File: src/rtl/alu_4bit_pkg.sv
// alu_4bit_pkg: opcodes and status flag bundle shared by the ALU core and its register stage
package alu_4bit_pkg;
  typedef enum logic [2:0] {
    OP_ADD = 3'b000,
    OP_SUB = 3'b001,
    OP_AND = 3'b010,
    OP_OR  = 3'b011,
    OP_XOR = 3'b100,
    OP_NOT = 3'b101,
    OP_INC = 3'b110,
    OP_DEC = 3'b111
  } op_e;
  typedef struct packed {
    logic carry;
    logic overflow;
    logic zero;
    logic negative;
  } flags_t;
endpackage

File: src/rtl/alu_4bit_core.sv
// alu_4bit_core: combinational result and flag computation for one ALU operation
module alu_4bit_core
  import alu_4bit_pkg::*;
#(
  parameter int WIDTH = 4
) (
  input  logic [WIDTH-1:0] a,
  input  logic [WIDTH-1:0] b,
  input  logic [2:0]       sel,
  output logic [WIDTH-1:0] res,
  output flags_t           flags
);
  logic [WIDTH-1:0] rhs;
  logic [WIDTH:0]   sum;
  logic [WIDTH:0]   dif;
  logic             is_add;
  logic             is_sub;
  // INC/DEC reuse the add/sub paths with a constant one as right operand
  always_comb begin
    is_add         = sel == OP_ADD || sel == OP_INC;
    is_sub         = sel == OP_SUB || sel == OP_DEC;
    rhs            = (sel == OP_INC || sel == OP_DEC) ? WIDTH'(1) : b;
    sum            = {1'b0, a} + {1'b0, rhs};
    dif            = {1'b0, a} - {1'b0, rhs};
    res            = is_add        ? sum[WIDTH-1:0] :
                     is_sub        ? dif[WIDTH-1:0] :
                     sel == OP_AND ? a & b :
                     sel == OP_OR  ? a | b :
                     sel == OP_XOR ? a ^ b : ~a;
    flags.carry    = is_add ? sum[WIDTH] : is_sub ? dif[WIDTH] : 1'b0;
    flags.overflow = is_add ? (a[WIDTH-1] == rhs[WIDTH-1]) && (res[WIDTH-1] != a[WIDTH-1]) :
                     is_sub ? (a[WIDTH-1] != rhs[WIDTH-1]) && (res[WIDTH-1] != a[WIDTH-1]) : 1'b0;
    flags.zero     = res == '0;
    flags.negative = res[WIDTH-1];
  end
endmodule

File: src/rtl/alu_4bit.sv
// alu_4bit: registered ALU with one-cycle latency, valid tracking and hold on idle cycles
module alu_4bit
  import alu_4bit_pkg::*;
#(
  parameter int WIDTH = 4
) (
  input  logic             clk,
  input  logic             rst,
  input  logic             in_valid,
  input  logic [WIDTH-1:0] A,
  input  logic [WIDTH-1:0] B,
  input  logic [2:0]       sel,
  output logic [WIDTH-1:0] result,
  output logic             carry,
  output logic             overflow,
  output logic             zero,
  output logic             negative,
  output logic             out_valid
);
  logic [WIDTH-1:0] core_res;
  flags_t           core_flags;
  logic [WIDTH-1:0] result_d, result_q;
  flags_t           flags_d, flags_q;
  logic             valid_d, valid_q;
  alu_4bit_core #(.WIDTH(WIDTH)) u_core (
    .a    (A),
    .b    (B),
    .sel  (sel),
    .res  (core_res),
    .flags(core_flags)
  );
  // capture a new result only on valid input, otherwise keep the last one
  always_comb begin
    result_d = in_valid ? core_res : result_q;
    flags_d  = in_valid ? core_flags : flags_q;
    valid_d  = in_valid;
  end
  // output registers; reset clears everything including zero and drops any op in flight
  always_ff @(posedge clk) begin
    if (rst) begin
      result_q <= '0;
      flags_q  <= '0;
      valid_q  <= 1'b0;
    end else begin
      result_q <= result_d;
      flags_q  <= flags_d;
      valid_q  <= valid_d;
    end
  end
  assign result    = result_q;
  assign carry     = flags_q.carry;
  assign overflow  = flags_q.overflow;
  assign zero      = flags_q.zero;
  assign negative  = flags_q.negative;
  assign out_valid = valid_q;
endmodule

File: config.mk
export PLATFORM = sky130hd
export DESIGN_NAME = alu_4bit
export DESIGN_NICKNAME = d
export VERILOG_FILES = /design/src/rtl/alu_4bit_pkg.sv /design/src/rtl/alu_4bit_core.sv /design/src/rtl/alu_4bit.sv
export SDC_FILE = /design/constraint.sdc
export NUM_CORES = 1
export LEC_CHECK = 0
export CAP_MARGIN = 20
export CELL_PAD_IN_SITES_DETAIL_PLACEMENT = 0
export CELL_PAD_IN_SITES_GLOBAL_PLACEMENT = 1
export CORE_UTILIZATION = 37
export CTS_CLUSTER_SIZE = 20
export DETAILED_ROUTE_END_ITERATION = 8
export PLACE_DENSITY_LB_ADDON = 0.08
export SYNTH_ARGS = -nofsm -noshare
export SYNTH_HDL_FRONTEND = slang
export SYNTH_SLANG_ARGS = --single-unit
File: constraint.sdc
create_clock -name clk -period 3.4 [get_ports clk]
set_clock_uncertainty 0.05 [all_clocks]
set_input_delay 0.68 -clock clk [delete_from_list [all_inputs] [get_ports clk]]
set_output_delay 0.68 -clock clk [all_outputs]
set_load 0.005 [all_outputs]
==> out/metrics.csv, run 1 <==
stage,metric,value,unit
worst_setup_path,Critical Path Source Type,input pin,
clocking,CTS Buffer Depth,2,
routing,vias per inst,5.22,
clocking,TritonCTS clock tree,done,
layout,# diodes,0,
logic_synthesis,post-synth top area share,19.0,%
worst_setup_path,Worst setup EP type,register,
clocking,clk_lat worst skew,250,ps
logic_synthesis,Synth Area in Adders,22.8,%
clocking,Resize count post-CTS,0,
power_and_ir_drop,Lkg Pwr,0.612,nW
clocking,"Clk pin slew, worst setup/hold paths",50,ps
floorplan,IO Pins,23,
worst_setup_path,kind of critical path,input pin to register,
logic_synthesis,Synth async-reset ratio,0,%
clocking,postcts setup bufs,0,
layout,sequential cell area,160,um^2
logic_synthesis,largest family of logic cells by synthesized area,simple AND/OR/NAND/NOR gates,
floorplan,# rows,18,
floorplan,Initial Util,40.7,%
power_and_ir_drop,"Power, Total",334,uW
clocking,H-Tree Depth,1,
placed_design,Place WS,83.5,ps
routing,Pre-antenna DRT Iters,4,
sta,Least-Margin Pin Slew,595,ps
logic_synthesis,top cell type by total area after synthesis,ha_1,
logic_synthesis,synthesized area per cell,7.98,um^2
floorplan,Die ar.,0.00306,mm^2
worst_setup_path,FF-to-FF End,result[1]$_SDFFE_PP0P_,
layout,"leading cell type in the layout, fill and taps excluded",clkdlybuf4s50_1,
worst_setup_path,critical path arrival,3170,ps
grt,antenna violations before repair,0,
grt,vias in the first global route,958,
sta,Total Neg Setup Slack,0,ps
worst_setup_path,worst reg2reg startpoint,result[1]$_SDFFE_PP0P_,
layout,synthesis-to-layout area growth,26.4,%
logic_synthesis,mapped cell area,0.00105,mm^2
sta,crit path time final,3070,ps
layout,multi-input logic area,786,um^2
logic_synthesis,number of synthesized flops with an enable pin,0,
grt,largest net degree at the start of global routing,18,
sta,RSZ-0062 raised after global routing,false,
power_and_ir_drop,sw power,109,uW
power_and_ir_drop,Combinational Power Share,47.5,%
worst_setup_path,Worst R2R Setup Slack,2660,ps
logic_synthesis,Netlist cell types,44,
grt,GRT Residual Overflow,0,
run_status,status,finished clean,
grt,Total GRT Usage,15.8,%
clocking,TritonCTS Buffers,3,
routing,DR DRC count,0,
logic_synthesis,Synth Net Count,164,
logic_synthesis,Synthesis Warnings,0,
sta,slew margin rel.,60.2,%
floorplan,Die H,55.4,um
grt,global-route wire length before repair,3.99,mm
power_and_ir_drop,PwrDens,251,mW/mm^2
routing,WL final,2.24,mm
logic_synthesis,cells taking the most area after synthesis,"ha_1, dfxtp_1, inv_1",
layout,Fillers,257,
layout,share of cells above drive strength 1,9.03,%
power_and_ir_drop,Net Sw Frac,32.7,%
sta,Final Hold Violating Endpoints,0,
logic_synthesis,Syn Inst Count,132,
logic_synthesis,"flops & latches, synth",8,
layout,most frequent cells in the layout,"clkdlybuf4s50_1, inv_1, ha_1, nand2_1",
clocking,root buffer cell,clkbuf_4,
sta,Setup WS post-layout,333,ps
min_path,hold path cells,1,
flow_run,Max-cap violations,0,
layout,fin nets,189,
power_and_ir_drop,internal power,225,uW
logic_synthesis,Synth Area in Simple Gates,24.3,%
routing,post-route ant nets,0,
min_path,Hold Path End,zero$_SDFFE_PP0P_,
placed_design,dpl hpwl,1.87,mm
floorplan,Die Width,55.4,um
placed_design,Port Buf Inserts,22,
logic_synthesis,xor and xnor area share after synthesis,1.66,%
power_and_ir_drop,sequential power share,31.0,%
logic_synthesis,compound-gate portion of the synthesized area,18.9,%
routing,total number of vias,965,
logic_synthesis,top_reg_cell synth,dfxtp_1,
sta,Fmax,326,MHz
worst_setup_path,CP required,3500,ps
clocking,clk sinks,8,
worst_setup_path,worst reg-to-reg path cell count,2,
worst_setup_path,CP Max Fanout,3,
power_and_ir_drop,clock share of power,21.5,%
routing,Iter 0 DRT Violations,35,
logic_synthesis,post-synthesis mux area share,6.89,%
power_and_ir_drop,peak supply drop,0.283,mV
logic_synthesis,sequential share of the synthesized area,15.2,%
sta,max-slew violations,0,
min_path,worst hold start,zero$_SDFFE_PP0P_,
floorplan,Core ar.,0.00259,mm^2
placed_design,global placement routability congestion,0.840,
sta,final setup violation count,0,
routing,routed len/inst,12.1,um
clocking,hold_buf cts,0,
min_path,worst hold path type,register to register,
sta,post-route clock period utilization,90.2,%
-- critical path, cell delays in order --
cell and delay, ps:
clkdlybuf4s50_1 430, nand2_1 120, nand2_1 90, ha_1 210
fa_1 460, mux2_4 280, mux4_2 480, nor3b_1 160
a32o_1 260
-- worst max-delay path by stage --
stage | slack (ps) | from | end | depth (start not counted)
global route | 230 | sel[2] | zero$_SDFFE_PP0P_ | 9
floorplan | 350 | sel[2] | zero$_SDFFE_PP0P_ | 10
detailed placement | 80 | sel[2] | zero$_SDFFE_PP0P_ | 9
finish | 330 | sel[2] | zero$_SDFFE_PP0P_ | 9
CTS | 340 | sel[2] | zero$_SDFFE_PP0P_ | 9
global placement | 120 | sel[2] | zero$_SDFFE_PP0P_ | 9
-- state kept, by name, indices dropped and copies added (netlist names) --
name / flops
out_valid: 1
result: 4
overflow: 1
zero: 1
carry: 1
-- per-stage QoR --
stage	utilization (%)	instance area, um^2	std cells	hold slack [ps]
floorplan	-	1050	132	406
global placement	50.5	1310	182	409
detailed placement	50.5	1310	182	410
CTS	51.4	1330	185	422
global route	51.4	1330	185	438
finish	51.4	1330	185	421
-- cells in the mapped netlist (all sizes together) (2+ instances only) --
| cell type | instances |
|---|---|
| ha | 16 |
| inv | 16 |
| nand2 | 15 |
| dfxtp | 8 |
| nor2 | 8 |
| buf | 7 |
| nor2b | 7 |
| a21oi | 6 |
| a211oi | 3 |
| nand2b | 3 |
| nand3 | 3 |
| nand3b | 3 |
| nor3b | 3 |
| fa | 2 |
| mux2 | 2 |
| mux2i | 2 |
| o211ai | 2 |
| o21ai | 2 |
| o311ai | 2 |
-- cells by family (layout without fill, tap and decap cells) --
logic type,Yosys count,after routing
xor gates and xnor gates,2,2
buffers and inverters,24,47
muxes,5,5
adders and majority gates,18,18
DFF,8,8
AOI/OAI and AO/OA,27,27
and+or+nand+nor,48,48
-- per-layer routing --
| layer | part of all wire [%] | track usage [%] |
|---|---|---|
| met4 | 0 | 2.50 |
| met3 | 3.1 | 3.98 |
| met5 | 0 | 0 |
| met2 | 49 | 28.6 |
| met1 | 48 | 19.0 |
-- power by group through the flow --
stage | logic (mW) | clock network, mW | registers (mW)
after floorplan | 0.100 | 0 | 0.106
after global placement | 0.158 | 0 | 0.106
after detailed placement | 0.160 | 0 | 0.106
after CTS | 0.160 | 0.0738 | 0.104
after global routing | 0.178 | 0.0788 | 0.105
final | 0.159 | 0.0718 | 0.104
-- layout make-up --
class | count | area share [%]
multi-input combinational | 100 | 59.0
timing repair buffer | 28 | 19.9
sequential | 8 | 12.0
inverter | 16 | 4.51
tap | 30 | 2.82
clock buffer | 3 | 1.69
No activity file was read; power rests on OpenSTA's default activity.
==> run 2, diff against run 1 <==
==> constraint.sdc (replaced) <==
create_clock -name clk -period 3.4 [get_ports clk]
set_clock_uncertainty 0.05 [all_clocks]
set_input_delay 0.68 -clock clk [delete_from_list [all_inputs] [get_ports clk]]
set_output_delay 0.68 -clock clk [all_outputs]
set_load 0.02 [all_outputs]
==> results of run 2 <==
The final DEF is identical to that of run 1. Status: finished clean.
Among the figures that moved: total power 0.334 mW -> 0.343 mW; worst IR drop on VDD 0.283 mV -> 0.298 mV
